[src/rtl/rom_stream_reader_pkg.sv]
//============================================================================
// Module   : rom_stream_reader_pkg
// Purpose  : Shared FSM encodings and default ROM geometry for the reader.
// Revision : 1.0 - initial release
//============================================================================
`default_nettype none

package rom_stream_reader_pkg;

    localparam int c_def_width  = 8;
    localparam int c_def_depth  = 8;
    localparam int c_def_number = 3;

    typedef enum logic [1:0] {
        ST_IDLE = 2'd0,
        ST_READ = 2'd1,
        ST_DONE = 2'd2
    } state_t;

endpackage

`default_nettype wire

[src/rtl/stream_out_reg.sv]
//============================================================================
// Module   : stream_out_reg
// Purpose  : Valid/ready output register; loads a word or holds it under stall.
// Revision : 1.0 - initial release
//============================================================================
`default_nettype none

module stream_out_reg #(
    parameter int WIDTH = 8
) (
    input  logic             clk,
    input  logic             rst_n,
    input  logic             load,
    input  logic             ready,
    input  logic [WIDTH-1:0] load_data,
    input  logic             load_last,
    output logic             valid,
    output logic [WIDTH-1:0] data,
    output logic             last
);

    always_ff @(posedge clk or negedge rst_n) begin
        if (!rst_n) begin
            valid <= 1'b0;
            data  <= '0;
            last  <= 1'b0;
        end else if (load) begin
            valid <= 1'b1;
            data  <= load_data;
            last  <= load_last;
        end else if (valid && ready) begin
            // Consumed with nothing behind it: drop valid, data may stay stale.
            valid <= 1'b0;
            last  <= 1'b0;
        end
    end

endmodule

`default_nettype wire

[src/rtl/rom_stream_reader.sv]
//============================================================================
// Module   : rom_stream_reader
// Purpose  : Walks a wrapping run of ROM addresses and streams the words out
//            on valid/ready with a last flag and a running checksum.
// Revision : 1.0 - initial release
//============================================================================
`default_nettype none

module rom_stream_reader
    import rom_stream_reader_pkg::*;
#(
    parameter int WIDTH  = c_def_width,
    parameter int DEPTH  = c_def_depth,
    parameter int NUMBER = c_def_number
) (
    input  logic              clk,
    input  logic              rst_n,
    input  logic              start,
    input  logic [NUMBER-1:0] start_addr,
    input  logic [NUMBER:0]   start_len,
    output logic              busy,
    output logic              done,
    output logic [WIDTH-1:0]  checksum,
    output logic              rom_read,
    output logic [NUMBER-1:0] rom_addr,
    input  logic [WIDTH-1:0]  rom_data,
    output logic              m_valid,
    input  logic              m_ready,
    output logic [WIDTH-1:0]  m_data,
    output logic              m_last
);

    localparam logic [NUMBER-1:0] c_last_addr = NUMBER'(DEPTH - 1);
    localparam logic [NUMBER:0]   c_len_one   = (NUMBER + 1)'(1);

    state_t              r_state;
    state_t              w_next_state;
    logic [NUMBER-1:0]   r_cur_addr;
    logic [NUMBER:0]     r_remaining;
    logic [WIDTH-1:0]    r_checksum;
    logic                w_accept;
    logic                w_load;
    logic                w_hs;

    assign w_accept = (r_state == ST_IDLE) && start;
    assign w_hs     = m_valid && m_ready;
    // ROM is combinational, so a word can be captured in the cycle it is addressed.
    assign w_load   = (r_state == ST_READ) && (r_remaining != '0) && (!m_valid || m_ready);

    always_comb begin
        w_next_state = r_state;
        busy         = 1'b0;
        done         = 1'b0;
        rom_read     = 1'b0;
        case (r_state)
            ST_IDLE: begin
                if (start) begin
                    w_next_state = (start_len != '0) ? ST_READ : ST_DONE;
                end
            end
            ST_READ: begin
                busy     = 1'b1;
                rom_read = 1'b1;
                if (w_hs && m_last) begin
                    w_next_state = ST_DONE;
                end
            end
            ST_DONE: begin
                busy         = 1'b1;
                done         = 1'b1;
                w_next_state = ST_IDLE;
            end
            default: w_next_state = ST_IDLE;
        endcase
    end

    always_ff @(posedge clk or negedge rst_n) begin
        if (!rst_n) begin
            r_state     <= ST_IDLE;
            r_cur_addr  <= '0;
            r_remaining <= '0;
            r_checksum  <= '0;
        end else begin
            r_state <= w_next_state;
            if (w_accept) begin
                r_cur_addr  <= start_addr;
                r_remaining <= start_len;
                r_checksum  <= '0;
            end else begin
                if (w_load) begin
                    r_remaining <= r_remaining - 1'b1;
                    r_cur_addr  <= (r_cur_addr == c_last_addr) ? '0 : r_cur_addr + 1'b1;
                end
                if (w_hs) begin
                    r_checksum <= r_checksum + m_data;
                end
            end
        end
    end

    assign rom_addr = r_cur_addr;
    assign checksum = r_checksum;

    stream_out_reg #(
        .WIDTH (WIDTH)
    ) u_stream_out_reg (
        .clk       (clk),
        .rst_n     (rst_n),
        .load      (w_load),
        .ready     (m_ready),
        .load_data (rom_data),
        .load_last (r_remaining == c_len_one),
        .valid     (m_valid),
        .data      (m_data),
        .last      (m_last)
    );

endmodule

`default_nettype wire

[config.mk]
export PLATFORM = sky130hd
export DESIGN_NAME = rom_stream_reader
export DESIGN_NICKNAME = d
export VERILOG_FILES = /design/src/rtl/rom_stream_reader_pkg.sv /design/src/rtl/stream_out_reg.sv /design/src/rtl/rom_stream_reader.sv
export SDC_FILE = /design/constraint.sdc
export NUM_CORES = 1
export LEC_CHECK = 0
export ABC_AREA = 1
export BUFFER_PORTS_ARGS = -buffer_cell sky130_fd_sc_hd__buf_2
export CAP_MARGIN = 10
export CORE_MARGIN = 3
export CORE_UTILIZATION = 55
export CTS_BUF_LIST = sky130_fd_sc_hd__clkbuf_8
export DETAILED_ROUTE_END_ITERATION = 16
export GPL_TIMING_DRIVEN = 0
export PLACE_DENSITY = 0.82
export SETUP_SLACK_MARGIN = 0.4
export SYNTH_ARGS = -nofsm -noshare
export SYNTH_HDL_FRONTEND = slang
export SYNTH_SLANG_ARGS = --single-unit
[constraint.sdc]
create_clock -name clk -period 2.1 [get_ports clk]
set_input_delay 0.21 -clock clk [delete_from_list [all_inputs] [get_ports clk]]
set_output_delay 0.21 -clock clk [all_outputs]
set_load 0.01 [all_outputs]
; Yosys cells after proc, flatten, opt, wreduce, memory -nomap -nowiden
; Index checks and enable logic that the tools add are counted.
[totals]
regBits = 27
inputBits = 19
output_inout_bits = 24
elab_cells = 48
[classes]
n_addsub = 3
eq_ne = 6
mux = 17
reduce_logical = 15
[ops]
columns = operator, count
row1 = $mux 8, 2
row2 = $mux 3, 3
row3 = $add 8x8->8, 1
row4 = $mux 4, 2
row5 = $reduce_bool 4->1, 2
row6 = $mux 1, 6
row7 = $mux 2, 3
row8 = $reduce_bool 2->1, 3
row9 = $logic_and 1x1->1, 5
row10 = $eq 4x1->1 const B, 1
row11 = $pmux 2 s2, 1
row12 = $sub 4x1->4 const B, 1
row13 = $add 3x1->3 const B, 1
row14 = $eq 3x3->1 const B, 1
row15 = $eq 2x1->1 const B, 1
row16 = $eq 2x2->1 const B, 1
row17 = $logic_not 2->1, 1
row18 = $ne 2x1->1 const B, 1
row19 = $ne 2x2->1 const B, 1
row20 = $reduce_and 2->1, 1
row21 = $reduce_or 2->1, 1
row22 = $logic_not 1->1, 1
row23 = $logic_or 1x1->1, 1

; Logic depth before layout (Yosys ltp)
; Gate-level depths: netlist of run 1.
[logic_depth]
word_depth = 5
depth_mapped = 11
ltp_nobuf = 11

; Hierarchy
; Synthesis of run 1 repeated with hierarchy kept, for this count alone.
[unflattened]
hier_cells = 204
hier_area_um2 = 1661.6
[modules_own_cells]
columns = module, instances, cells_per_inst, area_per_inst_um2
row1 = rom_stream_reader, 1, 162, 1276.2
row2 = stream_out_reg, 1, 42, 385.4

; Worst setup path after synthesis of run 1
; Ideal clock, no wire load.
[synth_path]
kind = register -> register
from = register r_checksum[0] (netlist: checksum[0])
to = register r_checksum[6] (netlist: checksum[6])
arrival_ns = 1.454
required_ns = 1.983
setup_slack_ns = 0.529
path_stages_with_launch = 12
path_buffers = 0
synth_period_minus_slack_ns = 1.571
path_cell_list = dfrtp_1 > ha_1 > inv_1 > fa_1 > inv_1 > nand2_1 > nand2_1 > nand3b_1 > nand2_1 > nand2_1 > nand3_1 > nand2_1
[synth_via]
elab_chain_len = 3
[synth_lines]
columns = element, line_no
row1 = from (decl), rom_stream_reader.sv:40  ; logic [WIDTH-1:0] r_checksum;
row2 = from (signal assigned), rom_stream_reader.sv:95  ; r_checksum <= r_checksum + m_data;
row3 = $add 8x8->8, rom_stream_reader.sv:95
row4 = $mux 8, rom_stream_reader.sv:94  ; if (w_hs) begin
row5 = $mux 8, rom_stream_reader.sv:85  ; if (w_accept) begin
; Every way passes these cells. The select of a mux whose other input is x is not followed.
; A chain may end at the register's enable or synchronous reset.

; Final worst setup path of run 1
; Same ends and word-level chain as after synthesis.

==> results.yml, run 1 <==
timing:
  slew-limit-headroom_pct: 60.1
  period_share_pct: 76.0
  tightest_slew_ns: 0.598
  finalHoldViolCount: 0
  rsz0062_at_grt: "yes"
  slew_viol_final: 0
  setup_viol: 0
  fin_skew_ns: 0.00156
  fin_tns_setup_ns: 0
  period_minus_slack_ns: 1.60
  max_freq_mhz: 627
synth:
  syn_avg_cell_area_sq_um: 8.18
  yosys.area.top_type: "dfrtp_1"
  ys_types: 30
  synthCells: 205
  ys_warn_count: 0
  syn_nets: 239
  seq_area_frac_synth_pct: 40.3
  synth_area_leaders: "dfrtp_1 40%, nand2_1 15%, ha_1 10%, inv_1 6.0%, nand3_1 4.5%"
  ys_ff_latch: 27
  yosys.area.top_type_share_pct: 40.3
  synth.cell_area_sq_um: 1680
floorplanning:
  rows: 19
  dieHeight_microns: 61.2
  start_util_pct: 59.3
  fp.coreArea_sq_um: 2830
  die_area_sq_um: 3750
  io_pins: 43
  die_x_microns: 61.2
power_and_ir_drop:
  power_w: 0.00281
  peakVddDrop_mv: 0.707
  powerDensity_nw_per_um2: 1400
  leakagePower_nw: 1.15
detailed_routing:
  wire_per_inst_microns: 11.4
  wl_mm: 3.24
  dr.pass1.iters: 4
  ant_nets: 0
  vias: 1437
  viasPerCell: 5.04
  post-route-drc-count: 0
  drt_iter0_drc: 36
clocking:
  cts_tree: "built"
  clkTransAtPathRegs_ns: 0.09
  insertion_delay_ns: 0.27
  numCtsBuffers: 3
  cts-root-buf: "clkbuf_8"
  htree_levels: 1
  clkSinkCount: 27
  cts_max_path_buffers: 2
setup_path:
  cp_max_fo: 3
  cp.required_ns: 2.27
  crit_slowest_cell: "dfrtp_1"
  timing.rr.start: "checksum[0]$_DFFE_PN0P_"
  cp_cell_sequence: "ha_2, inv_2, fa_2, inv_2, nand2_2, nand2_2, nand3b_1, nand2_1, nand2_1, nand3_1, nand2_1"
  r2r_slack_ns: 0.50
  startpoint: "checksum[0]$_DFFE_PN0P_"
  cp_num_cells: 11
  cp-endpoint: "checksum[6]$_DFFE_PN0P_"
  rr_worst_depth: 11
  crit_type: "register to register"
  crit_arrival_ns: 1.76
  cp-end-kind: "register"
  path_buf_inv: 2
  crit_family: "adder cells"
  rr_endpoint: "checksum[6]$_DFFE_PN0P_"
  start_kind: "register"
  slowest_delay_ns: 0.39
  cp_common_cell: "nand2_1"
placement:
  routabilityCongestion: 0.824
  dpl.hpwl_mm: 2.55
  numPortBuffers: 42
global_route:
  grt_max_degree: 28
  grt_pass1_vias: 1332
  grtUsageTotal_pct: 19.5
  antenna_found_initial: 0
  overflow: 0
  grt_pass1_wl_mm: 5.54
run_status:
  status: "complete, no violations"
layout:
  final_cell_mix: "63 x nand2_1, 43 x buf_2, 27 x dfrtp_1"
  num_antenna_cells: 0
  drive_gt1_share_pct: 28.3
  layout_commonest_cell: "nand2_1"
  final_nets: 289
  syn_to_final_growth_pct: 19.6
run:
  cap_viol_max_count: 0
min_path:
  min_path_type: "input pin to register"
==> routing by layer <==
| metal | vias to the layer above | GRT usage (%) | part of all wire, % |
|---|---|---|---|
| li1 | 748 | - | - |
| met1 | 660 | 23.9 | 44 |
| met2 | 27 | 35.6 | 51 |
| met3 | 2 | 4.19 | 4.4 |
| met4 | 0 | 3.10 | 0.46 |
| met5 | - | 0 | 0 |
==> Yosys cell counts (all sizes together) <==
cell type / count
a21oi: 4
a22o: 1
buf: 3
dfrtp: 27
fa: 1
ha: 14
inv: 30
nand2: 69
nand3: 16
nand3b: 3
nor2: 10
o211ai: 2
o21a: 1
o21ai: 15
o21bai: 1
o22ai: 1
or2: 3
xor2: 4
==> area by class of cell <==
cell class / count / area, sq um
buffer: 3 / 36.3
clock buffer: 3 / 41.3
clock inverter: 1 / 3.75
fill: 240 / 823
inverter: 30 / 113
multi-input combinational: 145 / 862
sequential: 27 / 676
tap: 31 / 38.8
timing repair buffer: 45 / 235
==> how the worst min path moves through the flow <==
stage               cells after the start  slack (ns)          start                       to
floorplan                               0       -0.09          rst_n  checksum[0]$_DFFE_PN0P_
global placement                        1        0.25          rst_n  rom_addr[1]$_DFFE_PN0P_
detailed placement                      1        0.25          rst_n  rom_addr[1]$_DFFE_PN0P_
CTS                                     3        0.14  start_addr[2]  rom_addr[2]$_DFFE_PN0P_
global route                            3        0.15  start_addr[0]  rom_addr[0]$_DFFE_PN0P_
finish                                  3        0.15  start_addr[2]  rom_addr[2]$_DFFE_PN0P_
==> flip-flops by register name (all words and copies together), names as in the netlist <==
| register | cells |
|---|---|
| checksum | 8 |
| r_remaining | 4 |
| r_state | 2 |
| rom_addr | 3 |
| u_stream_out_reg.data | 8 |
| u_stream_out_reg.last | 1 |
| u_stream_out_reg.valid | 1 |
==> worst reg2reg max path, cell delays in order (launching register included) <==
cell	delay, ns
dfrtp_1	0.39
ha_2	0.20
inv_2	0.04
fa_2	0.37
inv_2	0.06
nand2_2	0.05
nand2_2	0.07
nand3b_1	0.10
nand2_1	0.07
nand2_1	0.04
nand3_1	0.06
nand2_1	0.04
==> what timing repair did <==
item | 4_1_cts | 5_1_grt
hold buffers | 1 | 0
resized for setup | 0 | 6
hold endpoints to repair | 27 | 0
setup endpoints to repair | 0 | 2
buffers inserted | 0 | 2
==> per-stage QoR <==
step | util (%) | area [sq um] | setup WS, ns | cells | hold slack, ns
2_1_floorplan | - | 1680 | 0.529 | 205 | -0.0856
3_3_place_gp | 68.1 | 1930 | 0.496 | 278 | 0.250
3_5_place_dp | 68.1 | 1930 | 0.446 | 278 | 0.255
4_1_cts | 70.0 | 1980 | 0.431 | 283 | 0.144
5_1_grt | 70.9 | 2010 | 0.362 | 285 | 0.153
6_report | 70.9 | 2010 | 0.505 | 285 | 0.148
==> kinds of logic after synthesis <==
group / Yosys count / synth area share, %
DFF: 27 / 40.3
adders and majority gates: 15 / 11.6
AOI/OAI and AO/OA: 25 / 8.88
and+or+nand+nor: 101 / 28.2
xor gates and xnor gates: 4 / 2.09
buffers and inverters: 33 / 8.88
==> report_power, final <==
| group | internal, W | switching (W) |
|---|---|---|
| sequential | 0.000742 | 0.000183 |
| combinational | 0.000684 | 0.000914 |
| clock | 0.000131 | 0.000154 |
Power figures use the tool's default switching activity.
==> run 2: changes to the inputs <==
Clock period 2.1 ns to 1.6 ns, I/O delays scaled along.
==> results.yml, run 2 (same netlist as run 1, synthesis figures left out) <==
global_route:
  grt_util_met1_pct: 30.1
  busiest_layer: "met2"
  overflow: 0
  grt_pass1_vias: 1560
  grt_pass1_wl_mm: 7.07
  grtUsageMet3_pct: 4.19
  grtUsageMet2_pct: 46.5
  antenna_found_initial: 0
  grt_max_degree: 28
  grtUsageTotal_pct: 25.8
layout:
  final_cell_mix: "39 x nand2_1, 39 x buf_2, 25 x dfrtp_1"
  num-fill-cells: 66
  finalInstanceArea_sq_um: 2710
  final_nets: 322
  drive_gt1_share_pct: 57.8
  syn_to_final_growth_pct: 61.6
timing:
  holdWs_ns: 0.0952
  worst_slack_ns: -0.0417
  setup_viol: 1
  period_minus_slack_ns: 1.64
  max_freq_mhz: 609
  finalHoldViolCount: 0
  tightest_slew_ns: 0.645
  slew_viol_final: 0
  fin_skew_ns: 0.00308
  period_share_pct: 103
  slew-limit-headroom_pct: 57.0
  rsz0062_at_grt: "yes"
placement:
  routabilityCongestion: 0.865
  place_area_sq_um: 2030
  dpl.hpwl_mm: 2.52
  numPortBuffers: 42
setup_path:
  cp-end-kind: "register"
  crit_slowest_cell: "dfrtp_1"
  start_kind: "register"
  cp.required_ns: 1.79
  crit_arrival_ns: 1.83
  slowest_delay_ns: 0.40
  cp_common_cell: "nand2_1"
  crit_type: "register to register"
  cp_max_fo: 3
  cp_cell_sequence: "ha_2, inv_2, fa_2, inv_2, nand2_2, nand2_2, nand3b_1, nand2_1, nand2_1, nand3_1, nand2_1"
floorplanning:
  fp.coreArea_sq_um: 2830
  rows: 19
  dieHeight_microns: 61.2
  io_pins: 43
  die_area_sq_um: 3750
  die_x_microns: 61.2
  start_util_pct: 59.3
detailed_routing:
  wl_mm: 7.12
  viasPerCell: 6.23
  dr.pass1.iters: 5
  vias: 1986
  ant_nets: 0
  post-route-drc-count: 0
  wire_per_inst_microns: 22.3
  drt_iter0_drc: 278
clocking:
  cts_tree: "built"
  clkSinkCount: 27
  numCtsBuffers: 3
  cts_max_path_buffers: 2
  htree_levels: 1
  cts-root-buf: "clkbuf_8"
  insertion_delay_ns: 0.29
  clkTransAtPathRegs_ns: 0.10
run:
  cap_viol_max_count: 0
run_status:
  violations: "setup timing"
  status: "complete, but fails checks"
power_and_ir_drop:
  power_w: 0.00584
  powerDensity_nw_per_um2: 2160
  peakVddDrop_mv: 1.54
  leakagePower_nw: 1.42
min_path:
  min_path_type: "input pin to register"
run 2: cell count changes in the layout (fill, tap and decap cells not counted), sizes merged:
cell,before,now
diode,0,1
buf,47,80
run 2: power breakdown:
group | total, W | switching, W | internal, W
Combinational | 0.00411 | 0.00216 | 0.00195
Sequential | 0.00132 | 0.000347 | 0.000977
Clock | 0.000408 | 0.000235 | 0.000173
run 2: worst paths after layout:
check / cells past startpoint / slack (ns) / startpoint / end
min: 3 / 0.1 / start_addr[1] / rom_addr[1]$_DFFE_PN0P_
min in group asynchronous: 2 / 0.46 / rst_n / checksum[6]$_DFFE_PN0P_
max in group asynchronous: 2 / 0.69 / rst_n / u_stream_out_reg.data[2]$_DFFE_PN0P_
max: 11 / -0.04 / u_stream_out_reg.data[0]$_DFFE_PN0P_ / checksum[6]$_DFFE_PN0P_
max reg2reg: 11 / -0.04 / u_stream_out_reg.data[0]$_DFFE_PN0P_ / checksum[6]$_DFFE_PN0P_
min reg2reg: 2 / 0.56 / rom_addr[2]$_DFFE_PN0P_ / rom_addr[2]$_DFFE_PN0P_
run 2: cell type report:
class | count | area, sq um | share of cell area [%]
Multi-Input combinational cell | 145 | 1180 | 43.6
Sequential cell | 27 | 678 | 25.0
Timing Repair Buffer | 78 | 596 | 22.0
Inverter | 30 | 123 | 4.53
Buffer | 3 | 46.3 | 1.71
Clock buffer | 3 | 41.3 | 1.52
Tap cell | 31 | 38.8 | 1.43
Clock inverter | 1 | 3.75 | 0.139
Antenna cell | 1 | 2.50 | 0.0924
run 2: metrics by stage:
stage	util, %	TNS [ns]	setup slack [ns]	cells
after global placement	71.6	0	0.0557	278
after detailed placement	71.6	0	0.0335	278
after CTS	86.4	0	0.0716	306
final	95.8	-0.0417	-0.0417	319
after global routing	95.7	-0.221	-0.0997	318
after floorplan	-	0	0.0746	205
run 2: per-layer routing:
layer  vias up  part of all wire (%)
li1        819                     -
met1       964                    35
met2       148                    50
met3        55                   8.6
met4         0                   6.3
met5         -                     0
run 2: worst max-delay path, delay by kind of cell, from the launching register on:
family	cells	cell delay (ns)
fa+ha+maj	2	0.55
simple gates	7	0.49
flops	1	0.40
buf+inv	2	0.11
run 2: repair_timing:
| item | in CTS | in global routing |
|---|---|---|
| pin swaps | 14 | 32 |
| hold buffers | 1 | 0 |
| setup endpoints to repair | 30 | 30 |
| cloned | 2 | 0 |
| setup buffers | 21 | 12 |
| gates resized for setup | 47 | 47 |
| endpoints found under the hold margin | 27 | 0 |
